$ cat config.mk
export PLATFORM = sky130hd
export DESIGN_NAME = leaf_stream_tx
export DESIGN_NICKNAME = d
export VERILOG_FILES = /design/src/rtl/leaf_pkt_pkg.sv /design/src/rtl/leaf_credit_counter.sv /design/src/rtl/leaf_stream_tx.sv
export SDC_FILE = /design/constraint.sdc
export NUM_CORES = 1
export LEC_CHECK = 0
export ABC_AREA = 0
export BUFFER_PORTS_ARGS = -buffer_cell sky130_fd_sc_hd__buf_2
export CORE_ASPECT_RATIO = 1.75
export CORE_MARGIN = 5
export CORE_UTILIZATION = 41
export DETAILED_ROUTE_END_ITERATION = 8
export GPL_ROUTABILITY_DRIVEN = 0
export PLACE_DENSITY = 0.76
export SKIP_CTS_REPAIR_TIMING = 1
export SLEW_MARGIN = 40
export SYNTH_ARGS = -nofsm -noshare
export SYNTH_HDL_FRONTEND = slang
export SYNTH_SLANG_ARGS = --single-unit
$ cat constraint.sdc
create_clock -name clk -period 4.85 [get_ports clk]
set_input_delay 0.485 -clock clk [delete_from_list [all_inputs] [get_ports clk]]
set_output_delay 0.485 -clock clk [all_outputs]
set_load 0.03 [all_outputs]
$ cat src/rtl/leaf_pkt_pkg.sv
// Shared BFT packet definitions for the leaf stream transmitter: field layout,
// the reserved credit port, transmitter states and the packet builder.
`timescale 1ns/1ps
package leaf_pkt_pkg;

  localparam int PKT_W  = 49;
  localparam int PAY_W  = 32;
  localparam int LEAF_W = 5;
  localparam int PORT_W = 4;
  localparam int ADDR_W = 7;

  localparam int PAYLOAD_LSB = 0;
  localparam int ADDR_LSB    = PAYLOAD_LSB + PAY_W;
  localparam int PORT_LSB    = ADDR_LSB + ADDR_W;
  localparam int LEAF_LSB    = PORT_LSB + PORT_W;
  localparam int VALID_BIT   = LEAF_LSB + LEAF_W;

  localparam logic [PORT_W-1:0] CREDIT_PORT = '0;

  typedef enum logic [1:0] {
    ST_RUN,
    ST_STALL,
    ST_PAUSE
  } tx_state_e;

  function automatic logic [PKT_W-1:0] make_packet(
    input logic [LEAF_W-1:0] leaf,
    input logic [PORT_W-1:0] port,
    input logic [ADDR_W-1:0] addr,
    input logic [PAY_W-1:0]  payload
  );
    logic [PKT_W-1:0] pkt;
    pkt = '0;
    pkt[VALID_BIT]                  = 1'b1;
    pkt[LEAF_LSB +: LEAF_W]         = leaf;
    pkt[PORT_LSB +: PORT_W]         = port;
    pkt[ADDR_LSB +: ADDR_W]         = addr;
    pkt[PAYLOAD_LSB +: PAY_W]       = payload;
    return pkt;
  endfunction

endpackage

$ cat src/rtl/leaf_credit_counter.sv
// Credit tracker for the remote receive buffer: one credit per packet sent,
// returned credits added back, saturating at the buffer depth.
`timescale 1ns/1ps
module leaf_credit_counter #(
  parameter int CREDIT_INIT = 128
) (
  input  logic       clk,
  input  logic       reset,
  input  logic       dec,
  input  logic [7:0] ret,
  output logic [7:0] count,
  output logic       zero,
  output logic       err_ovf
);

  localparam logic [8:0] LIMIT = 9'(CREDIT_INIT);

  logic [8:0] sum;

  // A send is only ever granted with count > 0, so the subtraction cannot underflow.
  always_comb begin
    sum = {1'b0, count} - {8'd0, dec} + {1'b0, ret};
  end

  always_ff @(posedge clk or posedge reset) begin
    if (reset) begin
      count   <= LIMIT[7:0];
      err_ovf <= 1'b0;
    end else if (sum > LIMIT) begin
      count   <= LIMIT[7:0];
      err_ovf <= 1'b1;
    end else begin
      count   <= sum[7:0];
    end
  end

  assign zero = (count == 8'd0);

endmodule

$ cat src/rtl/leaf_stream_tx.sv
// Packetizing transmitter: wraps user words into BFT packets for a fixed
// destination leaf/port, gated by receiver credits and link replay.
`timescale 1ns/1ps
module leaf_stream_tx
  import leaf_pkt_pkg::*;
#(
  parameter int PACKET_BITS   = 49,
  parameter int PAYLOAD_BITS  = 32,
  parameter int NUM_LEAF_BITS = 5,
  parameter int NUM_PORT_BITS = 4,
  parameter int NUM_ADDR_BITS = 7,
  parameter int DEST_LEAF     = 2,
  parameter int DEST_PORT     = 1,
  parameter int CREDIT_INIT   = 128
) (
  input  logic                    clk,
  input  logic                    reset,
  input  logic [PAYLOAD_BITS-1:0] din_leaf_user2interface,
  input  logic                    vld_user2interface,
  output logic                    ack_interface2user,
  output logic [PACKET_BITS-1:0]  dout_leaf_interface2bft,
  input  logic [PACKET_BITS-1:0]  din_leaf_bft2interface,
  input  logic                    resend,
  output logic [7:0]              credit_cnt,
  output logic                    err_credit_ovf
);

  localparam logic [NUM_LEAF_BITS-1:0] LEAF_ID = NUM_LEAF_BITS'(DEST_LEAF);
  localparam logic [NUM_PORT_BITS-1:0] PORT_ID = NUM_PORT_BITS'(DEST_PORT);

  tx_state_e                  state;
  logic                       credit_zero;
  logic                       send;
  logic                       credit_pkt;
  logic [7:0]                 ret_credits;
  logic [NUM_ADDR_BITS-1:0]   wr_addr;
  logic [PACKET_BITS-1:0]     dout_q;
  logic                       unused_bft_bits;

  // Replay outranks an empty credit pool; only RUN lets a word through.
  always_comb begin
    state = ST_RUN;
    if (resend) begin
      state = ST_PAUSE;
    end else if (credit_zero) begin
      state = ST_STALL;
    end
  end

  assign ack_interface2user = vld_user2interface & (state == ST_RUN);
  assign send               = ack_interface2user;

  assign credit_pkt  = din_leaf_bft2interface[VALID_BIT] &
                       (din_leaf_bft2interface[PORT_LSB +: PORT_W] == CREDIT_PORT);
  assign ret_credits = credit_pkt ? din_leaf_bft2interface[7:0] : 8'd0;
  assign unused_bft_bits = ^{din_leaf_bft2interface[PKT_W-2:PORT_LSB + PORT_W],
                             din_leaf_bft2interface[PORT_LSB-1:8]};

  leaf_credit_counter #(
    .CREDIT_INIT(CREDIT_INIT)
  ) u_credit (
    .clk     (clk),
    .reset   (reset),
    .dec     (send),
    .ret     (ret_credits),
    .count   (credit_cnt),
    .zero    (credit_zero),
    .err_ovf (err_credit_ovf)
  );

  always_ff @(posedge clk or posedge reset) begin
    if (reset) begin
      dout_q  <= '0;
      wr_addr <= '0;
    end else if (send) begin
      dout_q  <= make_packet(LEAF_ID, PORT_ID, wr_addr, din_leaf_user2interface);
      wr_addr <= wr_addr + 1'b1;
    end else begin
      dout_q  <= '0;
    end
  end

  // Nothing leaves the block while the link is replaying.
  assign dout_leaf_interface2bft = resend ? '0 : dout_q;

endmodule

# Yosys cells after proc, flatten, opt, wreduce, memory -nomap -nowiden
# Index checks and enable logic that the tools add are counted.
[totals]
word_cells = 19
in_bits = 85
regBits = 65
out_inout_bits = 59
[classes]
muxes = 6
reduce_logical = 3
n_lt_le_gt_ge = 1
add_sub_neg = 3
bitwise_logic = 2
[op_table]
columns = ["op", "count"]
rows = [
  ["$mux 49", 2],
  ["$mux 8", 2],
  ["$add 9x8->9", 1],
  ["$gt 9x8->1 const B", 1],
  ["$sub 8x1->9", 1],
  ["$logic_not 8->1", 1],
  ["$add 7x1->7 const B", 1],
  ["$logic_not 4->1", 1],
  ["$and 1x1->1", 2],
  ["$logic_not 2->1", 1],
  ["$mux 2", 1],
  ["$mux 1", 1],
]

# Longest topological paths before layout
[depth]
word_depth = 9
ltp_mapped = 12
mapped_depth_nobuf = 11

# Modules after synthesis
# Synthesis repeated with hierarchy kept, for this count alone.
[unflattened]
cells_unflattened = 285
hier_area_um2 = 2904.0
[modules_own_cells]
columns = ["module", "seq_area_each_um2", "n_inst", "cells_each", "area_per_inst_um2"]
rows = [
  ["leaf_stream_tx", 1176.1, 1, 171, 1993.2],
  ["leaf_credit_counter", 226.5, 1, 114, 910.9],
]

# Worst setup path before layout
# Ideal clock, no wire load.
[synth_path]
path_type = "reg-to-reg"
startpoint = "register u_credit.count[7]"
endpoint = "register u_credit.count[3]"
path_buffers = 1
synth_period_minus_slack_ns = 3.814
setup_ns = 0.147
stages_incl_launch_ff = 13
required_ns = 4.703
path_slack_ns = 1.036
t_arrival_ns = 3.667
cell_sequence = "dfstp_2 > nor4_1 > a21oi_1 > clkbuf_1 > ha_1 > inv_1 > ha_1 > fa_1 > a21o_1 > a221oi_1 > o21ai_0 > xor2_1 > nor4_1"
[synth_between]
elab_chain_cells = 9
[synth_rtl]
columns = ["item", "line_no", "source"]
rows = [
  ["start, declared", "leaf_credit_counter.sv:11", "output logic [7:0] count,"],
  ["start signal, assigned", "leaf_credit_counter.sv:27", "count <= LIMIT[7:0];"],
  ["start signal, assigned", "leaf_credit_counter.sv:30", "count <= LIMIT[7:0];"],
  ["start signal, assigned", "leaf_credit_counter.sv:33", "count <= sum[7:0];"],
  ["$logic_not 8->1 (*)", "leaf_credit_counter.sv:37", "assign zero = (count == 8'd0);"],
  ["$mux 1 (*)", "leaf_stream_tx.sv:45", "end else if (credit_zero) begin"],
  ["$mux 2 (*)", "leaf_stream_tx.sv:43", "if (resend) begin"],
  ["$logic_not 2->1 (*)", "leaf_stream_tx.sv:50", "assign ack_interface2user = vld_user2interface & (state == ST_RUN);"],
  ["$and 1x1->1 (*)", "leaf_stream_tx.sv:50", ""],
  ["net ack_interface2user", "leaf_stream_tx.sv:20", "output logic ack_interface2user,"],
  ["$sub 8x1->9 (*)", "leaf_credit_counter.sv:22", "sum = {1'b0, count} - {8'd0, dec} + {1'b0, ret};"],
  ["$add 9x8->9 (*)", "leaf_credit_counter.sv:22", ""],
  ["$gt 9x8->1", "leaf_credit_counter.sv:29", "end else if (sum > LIMIT) begin"],
  ["$mux 8 (*)", "leaf_credit_counter.sv:29", ""],
]
# The timed path passes the listed nets; every way through them passes the cells marked *.
# A chain may end at the register's enable or synchronous reset.

# Final worst setup path
[layout_path]
startpoint = "register u_credit.count[5]"
endpoint = "register u_credit.count[3]"
[layout_between]
elab_chain_cells = 9
[layout_rtl]
columns = ["item", "line_no"]
rows = [
  ["$logic_not 8->1", "leaf_credit_counter.sv:37"],
  ["$mux 1", "leaf_stream_tx.sv:45"],
  ["$mux 2", "leaf_stream_tx.sv:43"],
  ["$logic_not 2->1", "leaf_stream_tx.sv:50"],
  ["$and 1x1->1", "leaf_stream_tx.sv:50"],
  ["$sub 8x1->9 (*)", "leaf_credit_counter.sv:22"],
  ["$add 9x8->9 (*)", "leaf_credit_counter.sv:22"],
  ["$gt 9x8->1", "leaf_credit_counter.sv:29"],
  ["$mux 8 (*)", "leaf_credit_counter.sv:29"],
]
# Mark *: on every way between the ends. The rest lies on a longest branch, timed or not.

==> impl_results.md <==
- Status: finished clean
- First-pass GRT wire length: 9.459 mm
- Starting Density: 42.28%
- Avg Cell Area, Syn: 10.35 um2
- Post-Layout Inst Area: 3480 um2
- Top post-synthesis cells by area: dfrtp_1 (49%), and2_1 (9.0%), nor2b_1 (9.0%)
- Placed insts: 441
- Vias in the first global route: 2132
- Worst Setup End Kind: flip-flop
- Number of synthesized flops with an enable pin: 0
- Top cell type by total area after synthesis: dfrtp_1
- Layout cell share with drive strength beyond 1: 32.15%
- Clock Path Buffers: 2
- Input/output buffers: 100
- Number of antenna diodes: 0
- Root Buffer: clkbuf_16
- GR Overflow Total: 0
- Fin Hold WS: 0.2980 ns
- Placed inst area: 3338 um2
- Clock sink count: 56
- Die X: 72.31 um
- Max Cap Viol: 0
- Initial antenna violation count: 0
- WS Path Type: flip-flop to flip-flop
- Critical Path Fanout Max: 9
- Clock Pin Slew Worst Setup and Hold Paths: 0.06 ns
- Power Density: 461.8 nW/um2
- Min-Delay Path Class: primary input to asynchronous set/reset pin
- Seq/Total Area, Yosys: 50.36%
- Top_reg_cell synth: dfrtp_1
- Core Rows: 39
- Clock Latency Late Sink: 0.29 ns
- Worst path slowest cell: nor4_1
- Fmax achieved: 0.2662 GHz
- ANT nets after route: 0
- Drt wl/cell: 12.88 um
- Pre-Repair DR Iteration Count: 4
- Fillers: 649
- Crit start category: flip-flop
- Slew HR: 53.29%
- CTS tree: yes
- Async S/R FF share, synth: 100.0%
- Slew Viols, Final: 0
- Part of the cycle the worst path needs: 77.47%
- Flop-to-flop setup slack: 1.09 ns
- I/O pin count: 144
- DR iter-0 viols: 50
- Nets@finish: 469
- Static Leakage: 1.927 nW
- Most common cell in the netlist: dfrtp_1
- Synth cell count leaders: dfrtp_1 (55), and2_1 (40), nor2b_1 (40), inv_1 (28), ha_1 (17)
- CP peak stage delay: 0.62 ns
- Final clock skew: 0.009940 ns
- DIE HEIGHT: 119.0 um
- Setup TNS: 0 ns
- Peak VDD IR: 0.4216 mV
- Share of the synthesized area in the top cell type: 49.42%
- Drt via density: 4.719
- Layout area overhead: 24.93%
- Via count: 2119
- Final Critical Period: 3.757 ns
- Arrival time worst endpoint: 3.90 ns
- DRC errors left: 0
- Worst path cell trace: nor4_1 -> a21oi_4 -> ha_1 -> inv_1 -> ha_1 -> fa_1 -> a21o_1 -> a221oi_1 -> o21ai_0 -> xor2_1 -> nor4_1
- RSZ-0062 raised after global routing: false
- Pin count of the biggest net entering global routing: 57
- DP HPWL: 4.517 mm
- Final wirelength: 5.783 mm
- Mapped Area: 2785 um2
- Synth cell types: 34
- Die area: 8606 um2
- # H-tree levels: 2
- Warnings, synthesis: 0
- Core area: 6588 um2
- Final hold violation count: 0
- Post-route total power: 1.607 mW
- Finished Layout Cells: 449
- Total track usage: 14.15%
- Synth Register Bits: 56
- Number of CTS-inserted buffers: 5
- Data required time of the worst path: 4.99 ns
- Cell count after synthesis: 269
- Least-Margin Pin Slew: 0.6982 ns
- Finish-stage setup viols: 0
==> layout make-up <==
type                       instances  area [um2]  area share, %
sequential                        56        1403          40.31
clock buffer                       6       128.9          3.704
tap                               82       102.6          2.949
inverter                          28       107.6          3.092
clock inverter                     2       12.51         0.3596
multi-input combinational        173        1210          34.77
timing repair buffer             102       515.5          14.81
==> through the flow <==
step	setup slack, ns	utilization [%]
2_1_floorplan	1.036	-
3_3_place_gp	1.099	50.64
3_5_place_dp	1.071	50.67
4_1_cts	1.107	52.82
5_1_grt	0.8782	52.82
6_report	1.093	52.82
==> worst max-delay path, delay by kind of cell, from the launching register on <==
kind	cells	cell delay, ns
AO/OA/AOI/OAI	4	0.86
buffers and inverters	1	0.04
AND/OR/NAND/NOR	2	0.77
adder cells (fa/ha/maj)	3	0.96
flip-flops	1	0.40
XOR/XNOR	1	0.58
==> path summary, 6_finish.rpt <==
path                                             from                end  cells after the start
max                                 u_credit.count[5]  u_credit.count[3]                     11
min                                             reset         dout_q[25]                      2
max reg2reg                         u_credit.count[5]  u_credit.count[3]                     11
min reg2reg                                wr_addr[6]         wr_addr[6]                      1
max in group asynchronous                       reset          dout_q[3]                      2
min in group clk           din_leaf_user2interface[4]          dout_q[4]                      2
==> sequential cells by signal (all words and copies together) (netlist names) <==
signal            flops
wr_addr               7
u_credit.err_ovf      1
dout_q               40
u_credit.count        8
==> routing by layer <==
metal / wire length (um) / global-route usage (%)
met5: 0 / 0
met4: 160 / 7.176
met2: 2989 / 24.94
met3: 529 / 4.216
met1: 2103 / 14.74
==> cells by family (layout without fill, tap and decap cells) <==
group,Yosys count,in the layout,synth area share (%)
buffers and inverters,46,138,7.412
xor gates and xnor gates,10,10,3.145
DFF,56,56,50.36
adders and majority gates,18,18,8.356
and+or+nand+nor,117,117,25.25
other,1,7,0.1346
AOI/OAI and AO/OA,20,20,4.942
muxes,1,1,0.4043
==> cells in the final DEF, fill, tap and decap left out, drive strengths merged, types with 6 or more instances in the layout <==
cell and instances:
a21oi 8, and2 40, buf 102, clkbuf 6, conb 7, dfrtp 55
ha 17, inv 28, nand2 10, nor2b 40, xnor2 6
==> power breakdown <==
group | total [mW] | internal (mW) | leakage [nW] | switching, mW
logic | 0.676 | 0.264 | 1.12 | 0.412
registers | 0.590 | 0.546 | 0.743 | 0.0446
clock network | 0.341 | 0.191 | 0.0669 | 0.150
No activity file was read; power rests on OpenSTA's default activity.
